[src/rtl/load_extend_unit_pkg.sv]
// -----------------------------------------------------------------------------
// load_extend_unit_pkg
// Shared encodings for the data-memory load alignment/extension stage.
//   mem_op_e  : access size carried on mem_op
//   ext_op_e  : zero/sign extension select carried on mem_ext
//   WORD_W    : width of a memory word and of every extended result
//   is_legal_load() : true when a size/offset pair is a legal request
// -----------------------------------------------------------------------------
package load_extend_unit_pkg;

    localparam int WORD_W = 32;

    typedef enum logic [1:0] {
        MEM_WORD = 2'b00,
        MEM_BYTE = 2'b01,
        MEM_HALF = 2'b10,
        MEM_RSVD = 2'b11
    } mem_op_e;

    typedef enum logic {
        EXT_ZERO = 1'b0,
        EXT_SIGN = 1'b1
    } ext_op_e;

    // Halfwords must sit on an even byte; the reserved size is never legal.
    function automatic logic is_legal_load(input logic [1:0] op, input logic [1:0] off);
        logic legal;
        case (op)
            MEM_WORD: legal = 1'b1;
            MEM_BYTE: legal = 1'b1;
            MEM_HALF: legal = (off[0] == 1'b0);
            MEM_RSVD: legal = 1'b0;
            default:  legal = 1'b0;
        endcase
        return legal;
    endfunction

endpackage : load_extend_unit_pkg

[src/rtl/load_extend_unit_width_extender.sv]
// -----------------------------------------------------------------------------
// width_extender
// Purely combinational zero/sign extension of an IN_W-bit field to WORD_W bits.
// Ports:
//   i_in     [IN_W-1:0]   field to extend (already aligned to bit 0)
//   i_ext_op              EXT_ZERO or EXT_SIGN
//   o_out    [WORD_W-1:0] extended value
// -----------------------------------------------------------------------------
module width_extender
    import load_extend_unit_pkg::*;
#(
    parameter int IN_W = 8
) (
    input  logic [IN_W-1:0]   i_in,
    input  logic              i_ext_op,
    output logic [WORD_W-1:0] o_out
);

    logic w_fill;

    // Fill bit is the field MSB only for sign extension.
    always_comb begin
        w_fill = 1'b0;
        if (i_ext_op == EXT_SIGN) begin
            w_fill = i_in[IN_W-1];
        end else begin
            w_fill = 1'b0;
        end
    end

    // Replicate the fill bit above the field.
    always_comb begin
        o_out = {{(WORD_W-IN_W){w_fill}}, i_in};
    end

endmodule : width_extender

[src/rtl/load_extend_unit.sv]
// -----------------------------------------------------------------------------
// load_extend_unit
// Load-data alignment and extension for the data-memory read path. Selects the
// addressed byte/halfword from the raw little-endian word, extends it to 32
// bits and registers the result with a valid and a misalignment flag.
// Ports:
//   clk       clock, all state on rising edge
//   rst       synchronous active-high reset (wins over in_valid)
//   in_valid  one load request per asserted cycle
//   mem_op    [1:0] access size (word/byte/half/reserved)
//   mem_ext   0 = zero-extend, 1 = sign-extend
//   byte_off  [1:0] address[1:0]
//   rdata     [31:0] raw word from data memory
//   out_valid registered result valid, one cycle after the request
//   dout      [31:0] aligned, extended result (holds when idle)
//   misalign  request was a halfword at an odd offset or a reserved size
// -----------------------------------------------------------------------------
module load_extend_unit
    import load_extend_unit_pkg::*;
#(
    parameter int DATA_W = 32
) (
    input  logic              clk,
    input  logic              rst,
    input  logic              in_valid,
    input  logic [1:0]        mem_op,
    input  logic              mem_ext,
    input  logic [1:0]        byte_off,
    input  logic [DATA_W-1:0] rdata,
    output logic              out_valid,
    output logic [DATA_W-1:0] dout,
    output logic              misalign
);

    logic [7:0]        w_byte;
    logic [15:0]       w_half;
    logic [DATA_W-1:0] w_byte_ext;
    logic [DATA_W-1:0] w_half_ext;
    logic [DATA_W-1:0] w_dout;
    logic              w_misalign;

    logic              r_out_valid;
    logic [DATA_W-1:0] r_dout;
    logic              r_misalign;

    // Little-endian byte lane select.
    always_comb begin
        w_byte = 8'h00;
        case (byte_off)
            2'd0:    w_byte = rdata[7:0];
            2'd1:    w_byte = rdata[15:8];
            2'd2:    w_byte = rdata[23:16];
            2'd3:    w_byte = rdata[31:24];
            default: w_byte = 8'h00;
        endcase
    end

    // Halfword lane select; only offset bit 1 matters, odd offsets are flagged later.
    always_comb begin
        w_half = 16'h0000;
        if (byte_off[1]) begin
            w_half = rdata[31:16];
        end else begin
            w_half = rdata[15:0];
        end
    end

    width_extender #(
        .IN_W (8)
    ) u_byte_ext (
        .i_in     (w_byte),
        .i_ext_op (mem_ext),
        .o_out    (w_byte_ext)
    );

    width_extender #(
        .IN_W (16)
    ) u_half_ext (
        .i_in     (w_half),
        .i_ext_op (mem_ext),
        .o_out    (w_half_ext)
    );

    // Choose the result by access size; illegal requests produce zero data.
    always_comb begin
        w_dout     = {DATA_W{1'b0}};
        w_misalign = ~is_legal_load(mem_op, byte_off);
        if (w_misalign) begin
            w_dout = {DATA_W{1'b0}};
        end else begin
            case (mem_op)
                MEM_WORD: w_dout = rdata;
                MEM_BYTE: w_dout = w_byte_ext;
                MEM_HALF: w_dout = w_half_ext;
                MEM_RSVD: w_dout = {DATA_W{1'b0}};
                default:  w_dout = {DATA_W{1'b0}};
            endcase
        end
    end

    // Output register: data and flag load only on a request and hold otherwise.
    always_ff @(posedge clk) begin
        if (rst) begin
            r_out_valid <= 1'b0;
            r_dout      <= {DATA_W{1'b0}};
            r_misalign  <= 1'b0;
        end else begin
            r_out_valid <= in_valid;
            if (in_valid) begin
                r_dout     <= w_dout;
                r_misalign <= w_misalign;
            end
        end
    end

    assign out_valid = r_out_valid;
    assign dout      = r_dout;
    assign misalign  = r_misalign;

endmodule : load_extend_unit

[config.mk]
export PLATFORM = sky130hd
export DESIGN_NAME = load_extend_unit
export DESIGN_NICKNAME = d
export VERILOG_FILES = /design/src/rtl/load_extend_unit_pkg.sv /design/src/rtl/load_extend_unit_width_extender.sv /design/src/rtl/load_extend_unit.sv
export SDC_FILE = /design/constraint.sdc
export NUM_CORES = 1
export LEC_CHECK = 0
export ABC_CLOCK_PERIOD_IN_PS = 2600
export BUFFER_PORTS_ARGS = -buffer_cell sky130_fd_sc_hd__buf_2
export CAP_MARGIN = 15
export CORE_MARGIN = 5
export CORE_UTILIZATION = 30
export DETAILED_ROUTE_END_ITERATION = 8
export PLACE_DENSITY = 0.55
export SYNTH_ARGS = -nofsm -noshare
export SYNTH_HDL_FRONTEND = slang
export SYNTH_SLANG_ARGS = --single-unit
[constraint.sdc]
create_clock -name clk -period 2.6 [get_ports clk]
set_input_delay 0 -clock clk [delete_from_list [all_inputs] [get_ports clk]]
set_output_delay 0 -clock clk [all_outputs]
set_load 0.05 [all_outputs]
==> results.md <==
* GPL Wtd Cong at 0.7846
* Ys async rst share at 0%
* I/O pin count at 74
* Sequential Power Share at 41.4%
* DIE AREA at 7608 µm²
* Ys flop type: dfxtp_1
* CP Launch Type: input port
* Post-CTS Hold Fix Bufs at 0
* Post-Syn Area per Cell at 8.644 µm²
* Worst path slowest cell: or3_1
* Worst r2r src: dout[7]$_SDFFE_PP0P_
* FF+latch count, synth at 34
* Drt total wl at 5.517 mm
* PostCTS Resize Cnt at 0
* GRT Util Overall at 14.55%
* Switch Pwr at 0.4317 mW
* Filler cells at 640
* Slew headroom at 46.13%
* H-tree depth at 2
* Power density cells at 609.1 nW/µm²
* Comb power frac at 23.3%
* Antenna violations before repair at 0
* Hold Vio Cnt, Final at 0
* Number of synthesized flops with an enable pin at 0
* Antenna viol nets, final at 0
* Hold Path Sink: dout[20]$_SDFFE_PP0P_
* Post-Synthesis Cell Area at 1789 µm²
* Fin Hold WS at 0.02373 ns
* CORE AREA at 5851 µm²
* Max IR drop VDD at 0.0002343 V
* Switching Fraction at 31.79%
* Global-route wire length before repair at 8.638 mm
* Drt first pass iters at 4
* CTS Buffer Depth at 2
* CP cell instances: buf_2 > inv_1 > or3_1 > o31ai_1
* P_leak at 0.9723 nW
* TritonCTS clock tree: done
* Critical Path RT at 2.80 ns
* Largest net degree at the start of global routing at 27
* CP max FO at 21
* DIE WIDTH at 87.23 µm
* Critical setup path kind: input port to flop
* Clock power share at 35.3%
* Root Driver: clkbuf_8
* Clk_skew at 0 ns
* Antenna fix cells at 0
* R2R setup slack at 1.76 ns
* Fin Setup TNS at 0 ns
* WHS Path Cells at 3
* # rows at 28
* Commonest non-fill, non-tap cell in the layout: buf_2
* Fmax at 656.4 MHz
* Detail Placement HPWL at 4.077 mm
* Via Count at 1784
* Critical path endpoint category: flop
* Area grow syn2layout at 24.62%
* Layout cells sized above 1 at 35.93%
* Buffers on Ports at 73
* Status: completed
* # clock sinks at 34
* CP delay by family, top: simple AND/OR/NAND/NOR gates
* R2r endpoint: dout[7]$_SDFFE_PP0P_
* Worst EP arrival at 1.72 ns
* Mapped Nets at 247
* RSZ-0062 raised after global routing: no
* Fin crit share at 58.60%
* Residual DRC count at 0
* Buffers plus inverters on the worst setup path at 2
* Setup Viol. Count Final at 0
* Final Max Tran Viols at 0
* Worst-path clk slew at 0.07 ns
* Vias/cell at 5.171
* Post-CTS Setup Bufs at 0
* Count of different cell masters after synthesis at 32
* Slowest stage delay, CP at 0.80 ns
* Internal power at 0.9263 mW
* CTS Buf Count at 5
* Worst hold path class: input port to flop
* Final total power at 1.358 mW
* Initial Util at 30.58%
* Commonest cells after routing, fill and taps aside: buf_2, dfxtp_1, nor2_1, nand2_1, a21oi_1
* First DRT Iteration DRCs at 73
* Vias in the first global route at 1729
* Worst skew pair latency at 0.28 ns
* Seq/Total Area, Yosys at 38.04%
* Final Core Density at 38.11%
* Final min period at 1.524 ns
* Reg2Reg Depth at 2
* Worst slew pin tran at 0.8080 ns
* Grt ovf at 0
* WL/cell at 15.99 µm
* Gate Count Post-Synth at 207
* Hold Startpoint: rdata[20]
* Chip Height at 87.23 µm
* Nets at 309
* Max-cap violations at 0
* Ys Warns at 0
-- cell type report --
class / count / area [µm²] / share of cell area (%)
Clock buffer: 7 / 76.32 / 3.423
Tap cell: 75 / 93.84 / 4.209
Inverter: 1 / 3.754 / 0.1684
Multi-Input combinational cell: 153 / 972.2 / 43.60
Clock inverter: 1 / 30.03 / 1.347
Sequential cell: 34 / 680.7 / 30.53
Timing Repair Buffer: 74 / 372.9 / 16.72
-- cells in the mapped netlist (2+ instances only) --
cell,number,area [µm²]
dfxtp_1,34,680.7
nor2_1,28,105.1
nand2_1,26,97.59
a21oi_1,17,85.08
a221oi_1,16,140.1
o21ai_0,15,75.07
mux2i_1,10,100.1
clkbuf_1,9,33.78
nor3_1,9,45.04
o31ai_2,9,112.6
o31ai_1,6,45.04
buf_6,5,56.30
buf_2,3,15.01
or3_1,2,12.51
-- state kept, by name (all words and copies together) (netlist names) --
| name | flops |
|---|---|
| misalign | 1 |
| dout | 32 |
| out_valid | 1 |
-- tightest hold or removal path: cells and delay by family --
kind / cells / cell delay [ns]
AOI/OAI and AO/OA: 1 / 0.06
buffers and inverters: 1 / 0.11
and+or+nand+nor: 1 / 0.10
-- through the flow --
step / setup WS (ns) / instance area, µm² / cells
after floorplan: 1.416 / 1789 / 207
after global placement: 0.8311 / 2123 / 337
after detailed placement: 0.7837 / 2123 / 337
after CTS: 1.087 / 2230 / 345
after global routing: 0.8605 / 2230 / 345
final: 1.076 / 2230 / 345
-- worst max-delay path by stage --
stage / from / endpoint / slack [ns] / cells past startpoint
final: in_valid / dout[17]$_SDFFE_PP0P_ / 1.08 / 4
after global routing: in_valid / dout[10]$_SDFFE_PP0P_ / 0.86 / 5
after detailed placement: in_valid / dout[20]$_SDFFE_PP0P_ / 0.78 / 4
after global placement: in_valid / dout[20]$_SDFFE_PP0P_ / 0.83 / 4
after CTS: in_valid / dout[20]$_SDFFE_PP0P_ / 1.09 / 4
after floorplan: byte_off[1] / dout[22]$_SDFFE_PP0P_ / 1.42 / 6
-- cells by family (layout without fill, tap and decap cells) --
group | count (synthesis) | count (layout) | share of synthesized area [%]
AND/OR/NAND/NOR | 72 | 72 | 18.04
flip-flops | 34 | 34 | 38.04
AO/OA/AOI/OAI | 70 | 70 | 30.21
XOR/XNOR | 1 | 1 | 0.4896
multiplexers | 10 | 10 | 5.595
buffers and inverters | 20 | 83 | 7.622
-- metal layers --
metal / track usage, % / share of wire, % / vias to the layer above
li1: - / - / 886
met1: 19.72 / 48 / 828
met2: 22.71 / 43 / 64
met3: 4.447 / 8.0 / 6
met4: 3.347 / 1.0 / 0
met5: 0 / 0 / -
-- power by group through the flow --
stage | Sequential, mW | Combinational [mW] | Clock [mW]
2_1_floorplan | 0.668 | 0.142 | 0
3_3_place_gp | 0.575 | 0.316 | 0
3_5_place_dp | 0.575 | 0.318 | 0
4_1_cts | 0.563 | 0.319 | 0.492
5_1_grt | 0.566 | 0.342 | 0.518
6_report | 0.562 | 0.317 | 0.479
Note: power is estimated with default switching activity, not from simulation.
